--- src/rtl/proc_pkg.sv ---
// Shared definitions for the step decoder: step codes, opcodes,
// ALU selects and the control word bundle.
package proc_pkg;

  localparam int IR_W   = 6;
  localparam int STEP_W = 6;
  localparam int DATA_W = 8;

  localparam logic [STEP_W-1:0] STEP_FETCH1 = 6'd1;
  localparam logic [STEP_W-1:0] STEP_FETCH2 = 6'd2;
  localparam logic [STEP_W-1:0] STEP_FETCH3 = 6'd3;
  localparam logic [STEP_W-1:0] STEP_EXT_LO = 6'd12;
  localparam logic [STEP_W-1:0] STEP_EXT_HI = 6'd35;
  localparam logic [STEP_W-1:0] STEP_ALU_LO = 6'd36;
  localparam logic [STEP_W-1:0] STEP_ALU_HI = 6'd51;
  localparam logic [STEP_W-1:0] STEP_NOP    = 6'd56;
  localparam logic [STEP_W-1:0] STEP_HALT   = 6'd57;

  localparam logic [IR_W-1:0] OP_FETCH = 6'd1;
  localparam logic [IR_W-1:0] OP_LOAD  = 6'd4;
  localparam logic [IR_W-1:0] OP_STORE = 6'd8;
  localparam logic [IR_W-1:0] OP_JUMP  = 6'd12;

  localparam logic [3:0] ALU_PASS = 4'd0;
  localparam logic [3:0] ALU_ADD  = 4'd1;
  localparam logic [3:0] ALU_SUB  = 4'd2;
  localparam logic [3:0] ALU_AND  = 4'd3;

  typedef struct packed {
    logic       ar_load;
    logic       pc_inc;
    logic       pc_load;
    logic       mem_read;
    logic       mem_write;
    logic       acc_load;
    logic       z_update;
    logic [3:0] alu_op;
  } strobe_t;

  typedef struct packed {
    strobe_t strb;
    logic    ir_load;
    logic    halt;
  } ctrl_word_t;

  localparam ctrl_word_t CTRL_NOP = '0;

endpackage

--- src/rtl/step_ctrl_rom.sv ---
// Combinational map from step code to control word.
// Unlisted codes fall through to NOP.
module step_ctrl_rom
  import proc_pkg::*;
(
  input  logic [STEP_W-1:0] code_i,
  output ctrl_word_t        ctrl_o
);

  always_comb begin
    ctrl_o = CTRL_NOP;
    case (code_i) inside
      6'd1, 6'd4, 6'd6, 6'd8, 6'd10, 6'd52:
        ctrl_o.strb.ar_load = 1'b1;
      6'd2, 6'd5, 6'd9: begin
        ctrl_o.strb.mem_read = 1'b1;
        ctrl_o.strb.pc_inc   = 1'b1;
      end
      STEP_FETCH3:
        ctrl_o.ir_load = 1'b1;
      6'd7: begin
        ctrl_o.strb.mem_read = 1'b1;
        ctrl_o.strb.acc_load = 1'b1;
      end
      6'd11:
        ctrl_o.strb.mem_write = 1'b1;
      [STEP_EXT_LO:STEP_EXT_HI]: begin
        if (code_i[0]) ctrl_o.strb.acc_load = 1'b1;
        else           ctrl_o.strb.mem_read = 1'b1;
      end
      [STEP_ALU_LO:STEP_ALU_HI]: begin
        ctrl_o.strb.acc_load = 1'b1;
        ctrl_o.strb.z_update = 1'b1;
        ctrl_o.strb.alu_op   = 4'(code_i - STEP_ALU_LO);
      end
      6'd53:
        ctrl_o.strb.pc_load = 1'b1;
      6'd54:
        ctrl_o.strb.pc_inc = 1'b1;
      6'd55, 6'd58, 6'd59:
        ctrl_o.strb.acc_load = 1'b1;
      STEP_HALT:
        ctrl_o.halt = 1'b1;
      default: ;
    endcase
  end

endmodule

--- src/rtl/step_decoder.sv ---
// Registers the decoded step strobes and owns IR, Z flag and
// the sticky halt flag.
module step_decoder
  import proc_pkg::*;
#(
  parameter int INSTRUCTION_LEN = IR_W,
  parameter int SM_SIG_LEN      = STEP_W,
  parameter int DATA_LEN        = DATA_W
) (
  input  logic                       clk,
  input  logic                       reset,
  input  logic                       start,
  input  logic [SM_SIG_LEN-1:0]      smInput,
  input  logic [INSTRUCTION_LEN-1:0] IRIn,
  input  logic [DATA_LEN-1:0]        mem_data,
  input  logic                       alu_zero,
  output logic [INSTRUCTION_LEN-1:0] IROut,
  output logic                       ar_load,
  output logic                       pc_inc,
  output logic                       pc_load,
  output logic                       mem_read,
  output logic                       mem_write,
  output logic                       acc_load,
  output logic [3:0]                 alu_op,
  output logic                       z_out,
  output logic                       halted
);

  ctrl_word_t ctrl;

  step_ctrl_rom u_rom (
    .code_i (STEP_W'(smInput)),
    .ctrl_o (ctrl)
  );

  logic [INSTRUCTION_LEN-1:0] ir_q, ir_d;
  strobe_t                    strb_q, strb_d;
  logic                       z_q, z_d;
  logic                       halt_q, halt_d;
  logic                       run;
  logic                       unused_mem_hi;

  assign unused_mem_hi = ^mem_data[DATA_LEN-1:INSTRUCTION_LEN];
  assign run = start && !halt_q;

  always_comb begin
    ir_d   = ir_q;
    strb_d = '0;
    z_d    = z_q;
    halt_d = halt_q;
    if (run) begin
      strb_d = ctrl.strb;
      if (ctrl.ir_load)
        ir_d = mem_data[INSTRUCTION_LEN-1:0];
      else if (IRIn != '0)
        ir_d = IRIn;
      // Z samples the ALU during the cycle the z_update strobe is live
      if (strb_q.z_update)
        z_d = alu_zero;
      if (ctrl.halt)
        halt_d = 1'b1;
    end
  end

  always_ff @(posedge clk) begin
    if (reset) begin
      ir_q   <= INSTRUCTION_LEN'(1);
      strb_q <= '0;
      z_q    <= 1'b0;
      halt_q <= 1'b0;
    end else begin
      ir_q   <= ir_d;
      strb_q <= strb_d;
      z_q    <= z_d;
      halt_q <= halt_d;
    end
  end

  assign IROut     = ir_q;
  assign ar_load   = strb_q.ar_load;
  assign pc_inc    = strb_q.pc_inc;
  assign pc_load   = strb_q.pc_load;
  assign mem_read  = strb_q.mem_read;
  assign mem_write = strb_q.mem_write;
  assign acc_load  = strb_q.acc_load;
  assign alu_op    = strb_q.alu_op;
  assign z_out     = z_q;
  assign halted    = halt_q;

endmodule

--- config.mk ---
export PLATFORM = sky130hd
export DESIGN_NAME = step_decoder
export DESIGN_NICKNAME = d
export VERILOG_FILES = /design/src/rtl/proc_pkg.sv /design/src/rtl/step_ctrl_rom.sv /design/src/rtl/step_decoder.sv
export SDC_FILE = /design/constraint.sdc
export NUM_CORES = 1
export LEC_CHECK = 0
export ABC_AREA = 1
export ABC_CLOCK_PERIOD_IN_PS = 1100
export BUFFER_PORTS_ARGS = -buffer_cell sky130_fd_sc_hd__buf_2
export CORE_MARGIN = 1.5
export CORE_UTILIZATION = 43
export CTS_CLUSTER_DIAMETER = 80
export DETAILED_ROUTE_END_ITERATION = 8
export PLACE_DENSITY = 0.74
export SYNTH_ARGS = -nofsm -noshare
export SYNTH_HDL_FRONTEND = slang
export SYNTH_SLANG_ARGS = --single-unit
--- constraint.sdc ---
create_clock -name clk -period 1.1 [get_ports clk]
set_clock_uncertainty 0.15 [all_clocks]
set_input_delay 0.055 -clock clk [delete_from_list [all_inputs] [get_ports clk]]
set_output_delay 0.055 -clock clk [all_outputs]
set_load 0.01 [all_outputs]
* Word level (Yosys, flattened, before mapping)
Index checks and enable logic that the tools add are counted.
** Storage, ports and cells
- Word-level logic and storage cells :: 97
- Register bits :: 19
** Cells by class
- Reductions and logical operators :: 19
- Add/sub/neg operators :: 1
- Muxes and demuxes :: 42
- Equal/unequal tests :: 18
- Bitwise logic cells :: 2
- Magnitude comparators :: 4
** Operator list (count)
- $eq 6x6->1 const B :: 7
- $mux 1 :: 39
- $reduce_or 16->1 :: 2
- $eq 6x3->1 const B :: 4
- $eq 6x4->1 const B :: 4
- $reduce_or 15->1 :: 1
- $reduce_or 13->1 :: 1
- $eq 6x2->1 const B :: 2
- $le 6x6->1 const B :: 2
- $mux 6 :: 2
- $reduce_or 12->1 :: 1
- $reduce_or 8->1 :: 1
- $eq 6x1->1 const B :: 1
- $ge 6x4->1 const B :: 1
- $ge 6x6->1 const B :: 1
- $reduce_and 2->1 :: 3
- $reduce_bool 6->1 :: 1
- $reduce_or 3->1 :: 2
- $reduce_or 6->1 :: 1
- $mux 5 :: 1
- $sub 4x3->4 const B :: 1
- $logic_and 1x1->1 :: 3
- $not 1->1 :: 2
- $reduce_bool 2->1 :: 1
- 2 further kinds :: 2

* Longest topological paths before layout
Gate-level depths: netlist of run 1.
- Depth in word-level cells :: 13
- Mapped depth :: 9

* Hierarchy
From an unflattened synthesis of run 1, not the netlist that was laid out.
** Unflattened totals
- Cell total of the unflattened synthesis :: 189
- Area, all modules :: 1216.2 um2
** Modules (own cells, without submodules)
- step_decoder :: cells an instance 111, times used 1, area each 819.5 um2, sequential area each 380.4 um2
- step_ctrl_rom :: cells an instance 78, times used 1, area each 396.6 um2, sequential area each 0.0 um2

* Least setup slack after synthesis of run 1
OpenSTA, ideal clock, no wires.
- Path type :: register -> register
- From :: register halt_q (netlist: halted)
- To :: register ir_q[1] (netlist: IROut[1])
- Stages on the path, launching flop included :: 7
- Setup slack :: -0.134 ns
- Arrival :: 1.013 ns
- Cell sequence :: dfxtp_1 -> inv_1 -> nand2_1 -> clkinv_1 -> nand2_2 -> nand2_1 -> a21oi_1
** Between the ends
- Longest elaborated chain between the ends :: 3
** Ends and longest elaborated chain
- from (decl) :: line step_decoder.sv:39 : logic halt_q, halt_d;
- from (signal assigned) :: line step_decoder.sv:75 : halt_q <= halt_d;
- $logic_not 1->1 :: line step_decoder.sv:44 : assign run = start && !halt_q;
- $logic_and 1x1->1 :: line step_decoder.sv:44
- $reduce_and 2->1 (no line)
- to (signal assigned) :: line step_decoder.sv:72 : ir_q <= ir_d;
- to (decl) :: line step_decoder.sv:36 : logic [INSTRUCTION_LEN-1:0] ir_q, ir_d;
No other way between the ends.
A chain may end at the register's enable or synchronous reset.

* Worst setup path after layout of run 1
- From :: register halt_q (netlist: halted)
- To :: register strb_q (netlist bit alu_op[3])
** Between the ends
- Longest elaborated chain between the ends :: 4
** Ends and longest elaborated chain
- $logic_not 1->1 :: line step_decoder.sv:44
- $logic_and 1x1->1 :: line step_decoder.sv:44
- $not 1->1 (no line)
- $reduce_or 16->1 (no line)
- to (signal assigned) :: line step_decoder.sv:73 : strb_q <= strb_d;
- to (decl) :: line step_decoder.sv:37 : strobe_t strb_q, strb_d;
No other way between the ends.

==> results.json, run 1 <==
{
  "ant_nets": 0,
  "grt_pass1_wl_mm": 4.809,
  "grt_max_degree": 11,
  "setup_viol": 11,
  "via_count": 1281,
  "netlist_area_mm2": 0.001107,
  "port_buffers": 39,
  "nNetsFinal": 261,
  "path_common_cell": "inv_2",
  "leakage_nw": 0.8765,
  "first_pass_iters": 6,
  "rrSetupSlack_ns": -0.04,
  "drt_iter0_drc": 26,
  "route.detailed.drc": 0,
  "n_antenna_cell": 0,
  "finalNonFillerCells": 261,
  "start_util_pct": 45.11,
  "fin_ws_ns": -0.03907,
  "fill_cells": 200,
  "powerDensity_mw_per_mm2": 849.6,
  "insertion_delay_ns": 0.30,
  "max_stage_delay_ns": 0.35,
  "setup_tns_ns": -0.2248,
  "numCtsBuffers": 3,
  "syn-num-nets": 189,
  "clock-root-buffer": "clkbuf_4",
  "num_rows": 18,
  "grtUsageTotal_pct": 22.79,
  "ys.warnings.count": 0,
  "worst_pin_slew_ns": 0.2475,
  "relSlewSlack_pct": 83.44,
  "layout-drive-gt1-share_pct": 41.13,
  "cp-start-kind": "register",
  "ios": 42,
  "antenna_found_initial": 0,
  "routed_wl_mm": 3.081,
  "path_clk_slew_ns": 0.11,
  "area_growth_pct": 55.93,
  "violations": "hold timing, setup timing",
  "crit_chain": "inv_2 > nand2_4 > nor2_4 > nand2_2 > inv_2 > nand3_4 > nor2_1",
  "rsz0062_at_grt": "true",
  "hpwl_mm": 2.277,
  "hold_path.class": "in2reg",
  "fin_crit_ns": 1.139,
  "die_area_mm2": 0.002889,
  "crit_type": "reg2reg",
  "drt-wirelength-per-cell_um": 11.80,
  "clock-sinks": 19,
  "synth_cell_types": 24,
  "final.period_utilization_pct": 103.6,
  "max_freq_ghz": 0.8779,
  "ys_seq_area_share_pct": 34.35,
  "crit_path_end_kind": "register",
  "finish.utilization_pct": 70.34,
  "grt_overflow_total": 0,
  "cap_violations": 0,
  "slew_violations": 0,
  "dieHeight_um": 53.75,
  "status": "finished with violations",
  "syn_avg_cell_area_um2": 6.921,
  "coreArea_mm2": 0.002455,
  "pre_cts_ws_ns": -0.2944,
  "gp_congestion": 0.9830,
  "synth_cells": 160,
  "hold_viol": 1,
  "cts_tree": "done",
  "worstPathMaxFanout": 5,
  "ir_drop_mv": 0.5814,
  "required_ns": 1.19,
  "clock_path_buffers": 2,
  "critPathSlowestCell": "dfxtp_2",
  "grt_pass1_vias": 1221,
  "crit_arrival_ns": 1.23,
  "ys_ff_latch": 19,
  "vias_per_cell": 4.908,
  "fp.dieW_um": 53.75,
  "dp.cells": 242,
  "htree_levels": 1,
  "whs_ns": -0.001035
}
[layout by cell type (no fill, tap or decap), types with 4 or more instances in the layout]
master,instances
a21oi_1,7
nand2_2,4
nand3_1,18
nor2_1,12
inv_1,13
nand2_1,43
nand4_1,4
dlygate4sd3_1,13
dfxtp_1,18
buf_4,21
buf_2,39
[registers in the layout, summed over array words and instances, names as in the netlist]
signal and cells:
acc_load 1, alu_op 4, pc_load 1, IROut 6
mem_write 1, pc_inc 1, ar_load 1, halted 1
strb_q 1, z_out 1, mem_read 1
[worst paths after layout]
check / startpoint / to / cells past startpoint
hold reg to reg: IROut[1] / IROut[1] / 2
hold / removal: start / mem_write / 5
setup / recovery: halted / alu_op[3] / 7
setup reg to reg: halted / alu_op[3] / 7
[stage by stage]
stage / power (mW) / area [µm²]
after floorplan: 0.9195 / 1170
after global placement: 1.059 / 1500
after detailed placement: 1.069 / 1500
after CTS: 1.467 / 1708
after global routing: 1.552 / 1727
final: 1.467 / 1727
[Yosys cell counts (all sizes together)]
library cell / instances / share of area, %
nor3: 1 / 0.45
nand3b: 1 / 0.68
nand4: 5 / 4.2
ha: 5 / 5.6
nand3: 23 / 12
dfxtp: 19 / 34
nor4: 2 / 1.1
o21ai: 2 / 0.90
buf: 5 / 3.2
clkbuf: 1 / 0.34
nand2: 49 / 17
a21boi: 1 / 1.0
inv: 18 / 6.1
clkinv: 1 / 0.34
a21oi: 10 / 4.9
nor2: 17 / 7.1
[kinds of logic (layout without fill, tap and decap cells)]
logic type | Yosys count | after routing | share of synthesized area (%)
fa+ha+maj | 5 | 5 | 5.650
compound gates | 13 | 13 | 6.779
buf+inv | 25 | 96 | 9.942
simple gates | 98 | 98 | 43.28
flops | 19 | 19 | 34.35
[cell type report]
| class | instances | area (µm²) | area share, % |
|---|---|---|---|
| clock buffers | 4 | 26.28 | 1.522 |
| well taps | 30 | 37.54 | 2.174 |
| inverters | 19 | 82.58 | 4.783 |
| flip-flops and latches | 19 | 381.6 | 22.10 |
| repair buffers | 73 | 483.0 | 27.97 |
| multi-input cells | 116 | 715.7 | 41.45 |
[layer usage]
metal  global-route usage, %  vias to the layer above  routed length, µm
met5                       0                        -                  0
met3                   4.167                        2                220
met2                   44.72                       57               1629
li1                        -                      655                  -
met1                   23.55                      567               1215
met4                   8.120                        0                 17
[worst max-delay path: cells and delay by family (launching register included)]
family,cells,cell delay (ns)
flops,1,0.35
buf+inv,2,0.15
simple gates,5,0.44
[power by group]
| part | internal (mW) | switching [mW] | leakage [nW] |
|---|---|---|---|
| logic | 0.183 | 0.212 | 0.706 |
| clock network | 0.141 | 0.210 | 0.0150 |
| registers | 0.711 | 0.0101 | 0.155 |
| total | 1.04 | 0.431 | 0.877 |
[timing repair]
item / 4_1_cts / 5_1_grt
buffers inserted: 1 / 1
resized for setup: 11 / 4
hold buffers: 13 / 0
endpoints found under the setup margin: 16 / 16
hold endpoints to repair: 12 / 0
pin swaps: 8 / 5
(Power assumes the default switching activity.)
==> run 2: changes to the inputs <==
--- a/config.mk
+++ b/config.mk
@@ -7,12 +7,12 @@
 export LEC_CHECK = 0
 export ABC_AREA = 1
 export ABC_CLOCK_PERIOD_IN_PS = 1100
-export BUFFER_PORTS_ARGS = -buffer_cell sky130_fd_sc_hd__buf_2
 export CORE_MARGIN = 1.5
-export CORE_UTILIZATION = 43
+export CORE_UTILIZATION = 55
 export CTS_CLUSTER_DIAMETER = 80
 export DETAILED_ROUTE_END_ITERATION = 8
-export PLACE_DENSITY = 0.74
+export DONT_BUFFER_PORTS = 1
+export PLACE_DENSITY = 0.73
 export SYNTH_ARGS = -nofsm -noshare
 export SYNTH_HDL_FRONTEND = slang
 export SYNTH_SLANG_ARGS = --single-unit
==> run 2 against run 1 <==
The run still ends with hold timing, setup timing left. Total power fell by 9.4%. Via count fell by 16%. First-iteration DRC count grew 3.8%. Non-clock buffer count fell by 57. Global-route usage increased by 0.20 points. Combinational power decreased by 37%. Cell count down 23%. Hold slack got worse by 0.34 ns. Routed wire length down 18%. Clock power is 1% lower. Worst setup slack got worse by 0.0028 ns.
==> results.json, run 2 (synthesis gave the netlist of run 1 again) <==
{
  "finalInstanceArea_mm2": 0.001363,
  "grt_pass1_vias": 948,
  "power_frac_seq_pct": 55.2,
  "worst_pin_slew_ns": 0.3156,
  "fin_crit_ns": 1.142,
  "clock-sinks": 19,
  "whs_ns": -0.3361,
  "grt_max_degree": 12,
  "grtUsageTotal_pct": 22.99,
  "power_switching_uw": 375.6,
  "insertion_delay_ns": 0.29,
  "coreArea_mm2": 0.001922,
  "internal-power_uw": 953.0,
  "violations": "hold timing, setup timing",
  "routed_wl_mm": 2.532,
  "pre_cts_ws_ns": -0.1991,
  "max_stage_delay_ns": 0.34,
  "nNetsFinal": 204,
  "p_total_mw": 1.329,
  "antenna_found_initial": 0,
  "dieHeight_um": 47.87,
  "fp.dieW_um": 47.87,
  "gp_congestion": 0.8807,
  "cp-start-kind": "register",
  "pwr-share-comb_pct": 18.7,
  "worstPathMaxFanout": 5,
  "start_util_pct": 57.62,
  "path_clk_slew_ns": 0.11,
  "htree_levels": 1,
  "hpwl_mm": 1.989,
  "cts_tree": "done",
  "critPathBufInv": 2,
  "n_antenna_cell": 0,
  "port_buffers": 0,
  "sw_frac_of_total_pct": 28.27,
  "num_rows": 16,
  "layout-drive-gt1-share_pct": 26.44,
  "ir_drop_mv": 0.6342,
  "drt-wirelength-per-cell_um": 12.60,
  "placed_cell_area_mm2": 0.001234,
  "crit_arrival_ns": 1.23,
  "powerDensity_mw_per_mm2": 975.1,
  "slew_violations": 0,
  "grt_overflow_total": 0,
  "critical-path-top-delay-family": "simple AND/OR/NAND/NOR gates",
  "clock-root-buffer": "clkbuf_4",
  "crit_chain": "inv_2 > nand2_4 > nor2_4 > nand2_2 > inv_2 > nand3_4 > nor2_1",
  "largest_register_ffs": 6,
  "setup_tns_ns": -0.1500,
  "drt_iter0_drc": 27,
  "final.period_utilization_pct": 103.8,
  "required_ns": 1.19,
  "relSlewSlack_pct": 78.77,
  "final_common_cell": "nand2_1",
  "numCtsBuffers": 3,
  "grt_pass1_wl_mm": 3.732,
  "area_growth_pct": 23.05,
  "status": "finished with violations",
  "cts_hold_buf": 4,
  "clock_path_buffers": 2,
  "crit_path_end_kind": "register",
  "finish.utilization_pct": 70.90,
  "dp.cells": 191,
  "die_area_mm2": 0.002292,
  "via_count": 1078,
  "fin_ws_ns": -0.04191,
  "path_common_cell": "inv_2",
  "vias_per_cell": 5.363,
  "finalNonFillerCells": 201,
  "crit_type": "reg2reg",
  "hold_viol": 19,
  "cap_violations": 0,
  "hold_path.class": "in2reg",
  "rsz0062_at_grt": "true",
  "setup_viol": 7,
  "ios": 42,
  "leakage_nw": 0.6242,
  "final_cell_mix": "nand2_1, dfxtp_1, nand3_1",
  "route.detailed.drc": 0,
  "first_pass_iters": 4,
  "ant_nets": 0,
  "critPathSlowestCell": "dfxtp_2",
  "pwr-share-clk_pct": 26.0,
  "max_freq_ghz": 0.8757
}
[run 2: worst paths after layout]
check / start / endpoint / slack, ns / cells after the start
worst max-delay path: halted / alu_op[2] / -0.04 / 7
worst min-delay path: reset / IROut[1] / -0.34 / 1
worst min register to register: IROut[1] / IROut[1] / 0.36 / 2
worst max register to register: halted / alu_op[2] / -0.04 / 7
[run 2: area by class of cell]
type | instances | area (µm²)
multi-input cells | 116 | 706.9
fillers | 177 | 559.3
flip-flops and latches | 19 | 381.6
repair buffers | 16 | 130.1
inverters | 19 | 82.58
well taps | 27 | 33.78
clock buffers | 3 | 22.52
clock inverters | 1 | 5.005
[run 2: power groups by stage]
| stage | combinational, mW | sequential [mW] | clock, mW |
|---|---|---|---|
| 2_1_floorplan | 0.174 | 0.745 | 0 |
| 3_3_place_gp | 0.208 | 0.749 | 0 |
| 3_5_place_dp | 0.212 | 0.750 | 0 |
| 4_1_cts | 0.243 | 0.735 | 0.349 |
| 5_1_grt | 0.275 | 0.738 | 0.379 |
| 6_report | 0.249 | 0.734 | 0.346 |
[run 2: per-layer routing]
metal  vias to the layer above  wire length (µm)  GRT usage, %
met4                         0                61         7.568
met1                       482               995         24.55
met2                        45              1324         43.20
met5                         -                 0             0
li1                        543                 -             -
met3                         8               150         6.038
[run 2: repair_timing]
item | CTS | global route
hold endpoints to repair | 19 | 19
setup buffers | 2 | 0
resized for setup | 10 | 3
setup endpoints to repair | 13 | 14
cloned | 0 | 0
pin swaps | 4 | 2
==> run 3: changes to the inputs <==
--- a/config.mk
+++ b/config.mk
@@ -6,13 +6,13 @@
 export NUM_CORES = 1
 export LEC_CHECK = 0
 export ABC_AREA = 1
-export ABC_CLOCK_PERIOD_IN_PS = 1100
+export ABC_CLOCK_PERIOD_IN_PS = 1290
 export CORE_MARGIN = 1.5
-export CORE_UTILIZATION = 55
+export CORE_UTILIZATION = 59
 export CTS_CLUSTER_DIAMETER = 80
 export DETAILED_ROUTE_END_ITERATION = 8
 export DONT_BUFFER_PORTS = 1
-export PLACE_DENSITY = 0.73
+export PLACE_DENSITY = 0.75
 export SYNTH_ARGS = -nofsm -noshare
 export SYNTH_HDL_FRONTEND = slang
 export SYNTH_SLANG_ARGS = --single-unit
==> constraint.sdc (replaced) <==
create_clock -name clk -period 1.29 [get_ports clk]
set_clock_uncertainty 0.15 [all_clocks]
set_input_delay 0.0645 -clock clk [delete_from_list [all_inputs] [get_ports clk]]
set_output_delay 0.0645 -clock clk [all_outputs]
set_load 0.01 [all_outputs]
==> run 3 against run 2 <==
The flow finishes with violations (hold timing). Cell count rose by 5.5%. Sequential cell count did not move. Clock power fell by 11%. Critical path type unchanged. Register-to-register slack improved by 0.06 ns. Critical path depth did not move. Critical endpoint is now alu_op[3]. Combinational power rose by 2%. Hold slack improved by 0.23 ns. Fmax fell by 10%.
==> results.json, run 3 (synthesis gave the netlist of run 1 again) <==
{
  "cts_tree": "done",
  "htree_levels": 1,
  "leakage_nw": 0.6993,
  "grt_max_degree": 12,
  "fin_ws_ns": 0.01797,
  "start_util_pct": 63.44,
  "antenna_found_initial": 0,
  "dp.cells": 184,
  "crit_path_end_kind": "register",
  "drt-wirelength-per-cell_um": 13.46,
  "rrSetupSlack_ns": 0.02,
  "n_antenna_cell": 0,
  "crit_arrival_ns": 1.36,
  "p_total_mw": 1.186,
  "grt_overflow_total": 0,
  "dieHeight_um": 46.32,
  "final_common_cell": "nand2_1",
  "port_buffers": 0,
  "path_clk_slew_ns": 0.11,
  "hold_viol": 1,
  "whs_ns": -0.1019,
  "fp.dieW_um": 46.32,
  "pwr-share-clk_pct": 25.9,
  "final.period_utilization_pct": 98.61,
  "coreArea_mm2": 0.001745,
  "setup_tns_ns": 0,
  "finalInstanceArea_mm2": 0.001470,
  "hold_path.class": "in2reg",
  "violations": "hold timing",
  "r2r_cells": 7,
  "final_cell_mix": "nand2_1, dlygate4sd3_1, dfxtp_1",
  "grt_pass1_wl_mm": 4.367,
  "crit_start": "halted",
  "r2r-start": "halted",
  "clock_path_buffers": 2,
  "route.detailed.drc": 0,
  "numCtsBuffers": 3,
  "nNetsFinal": 217,
  "crit_end": "alu_op[3]",
  "ir_drop_mv": 0.5338,
  "hpwl_mm": 1.783,
  "powerDensity_mw_per_mm2": 807.0,
  "placed_cell_area_mm2": 0.001137,
  "ios": 42,
  "clock-sinks": 19,
  "cp-start-kind": "register",
  "worst_pin_slew_ns": 0.4238,
  "crit_type": "reg2reg",
  "fin_crit_ns": 1.272,
  "die_area_mm2": 0.002146,
  "required_ns": 1.38,
  "gp_congestion": 0.8531,
  "cap_violations": 0,
  "max_freq_ghz": 0.7861,
  "first_pass_iters": 6,
  "r2r_end": "alu_op[3]",
  "seqCellArea_um2": 380.4,
  "setup_viol": 0,
  "status": "finished with violations",
  "area_growth_pct": 32.77,
  "internal-power_uw": 836.5,
  "grt_pass1_vias": 1069,
  "multi_input_area_um2": 676.9,
  "power_frac_seq_pct": 52.7,
  "finalNonFillerCells": 212,
  "drt_iter0_drc": 56,
  "slew_violations": 0,
  "routed_wl_mm": 2.854,
  "vias_per_cell": 5.604,
  "layout-drive-gt1-share_pct": 17.65,
  "ant_nets": 0,
  "fill_cells": 100,
  "grtUsageTotal_pct": 28.40,
  "relSlewSlack_pct": 71.75,
  "worstPathMaxFanout": 5,
  "insertion_delay_ns": 0.29,
  "finish.utilization_pct": 84.23,
  "pwr-share-comb_pct": 21.4,
  "pre_cts_ws_ns": -0.07989,
  "power_switching_uw": 349.9,
  "post_cts_buffers": 0,
  "sw_frac_of_total_pct": 29.49,
  "largest_register_ffs": 6,
  "clock-root-buffer": "clkbuf_4",
  "num_rows": 15,
  "via_count": 1188
}
run 3: power by group through the flow:
| stage | clock, mW | sequential [mW] | combinational (mW) |
|---|---|---|---|
| floorplan | 0 | 0.635 | 0.134 |
| global placement | 0 | 0.639 | 0.155 |
| detailed placement | 0 | 0.639 | 0.160 |
| CTS | 0.305 | 0.626 | 0.223 |
| global route | 0.328 | 0.629 | 0.278 |
| finish | 0.307 | 0.626 | 0.254 |
run 3: worst min path at each step:
stage	slack [ns]	to	from	cells past startpoint
floorplan	-0.01	alu_op[2]	smInput[2]	1
global placement	-0.02	IROut[3]	reset	1
detailed placement	-0.01	z_out	reset	1
CTS	0.006	halted	smInput[5]	4
global route	-0.05	halted	smInput[0]	4
finish	-0.10	halted	smInput[0]	4
run 3: layout make-up:
| cell class | count | area share [%] |
|---|---|---|
| clock buffers | 3 | 1.532 |
| multi-input cells | 116 | 46.04 |
| well taps | 25 | 2.128 |
| repair buffers | 29 | 19.23 |
| clock inverters | 1 | 0.3404 |
| inverters | 19 | 4.851 |
| flip-flops and latches | 19 | 25.87 |
run 3: worst max-delay path, cell delays in order, from the launching register on:
cell	delay [ns]
dfxtp_1	0.33
inv_1	0.08
nand2_2	0.09
nor2_4	0.14
nand2_1	0.08
inv_1	0.09
nand3_4	0.12
nor2_1	0.12
run 3: what timing repair did:
item,CTS,global route
endpoints found under the hold margin,18,2
hold buffers,24,1
endpoints found under the setup margin,0,16
resized for setup,0,18
run 3: layer usage:
metal  track usage, %  vias up  share of wire (%)
met1            33.41      546                 40
met5                0        -                  0
met2            50.56       68                 53
met4            8.000        0                1.1
li1                 -      570                  -
met3            6.667        4                6.2
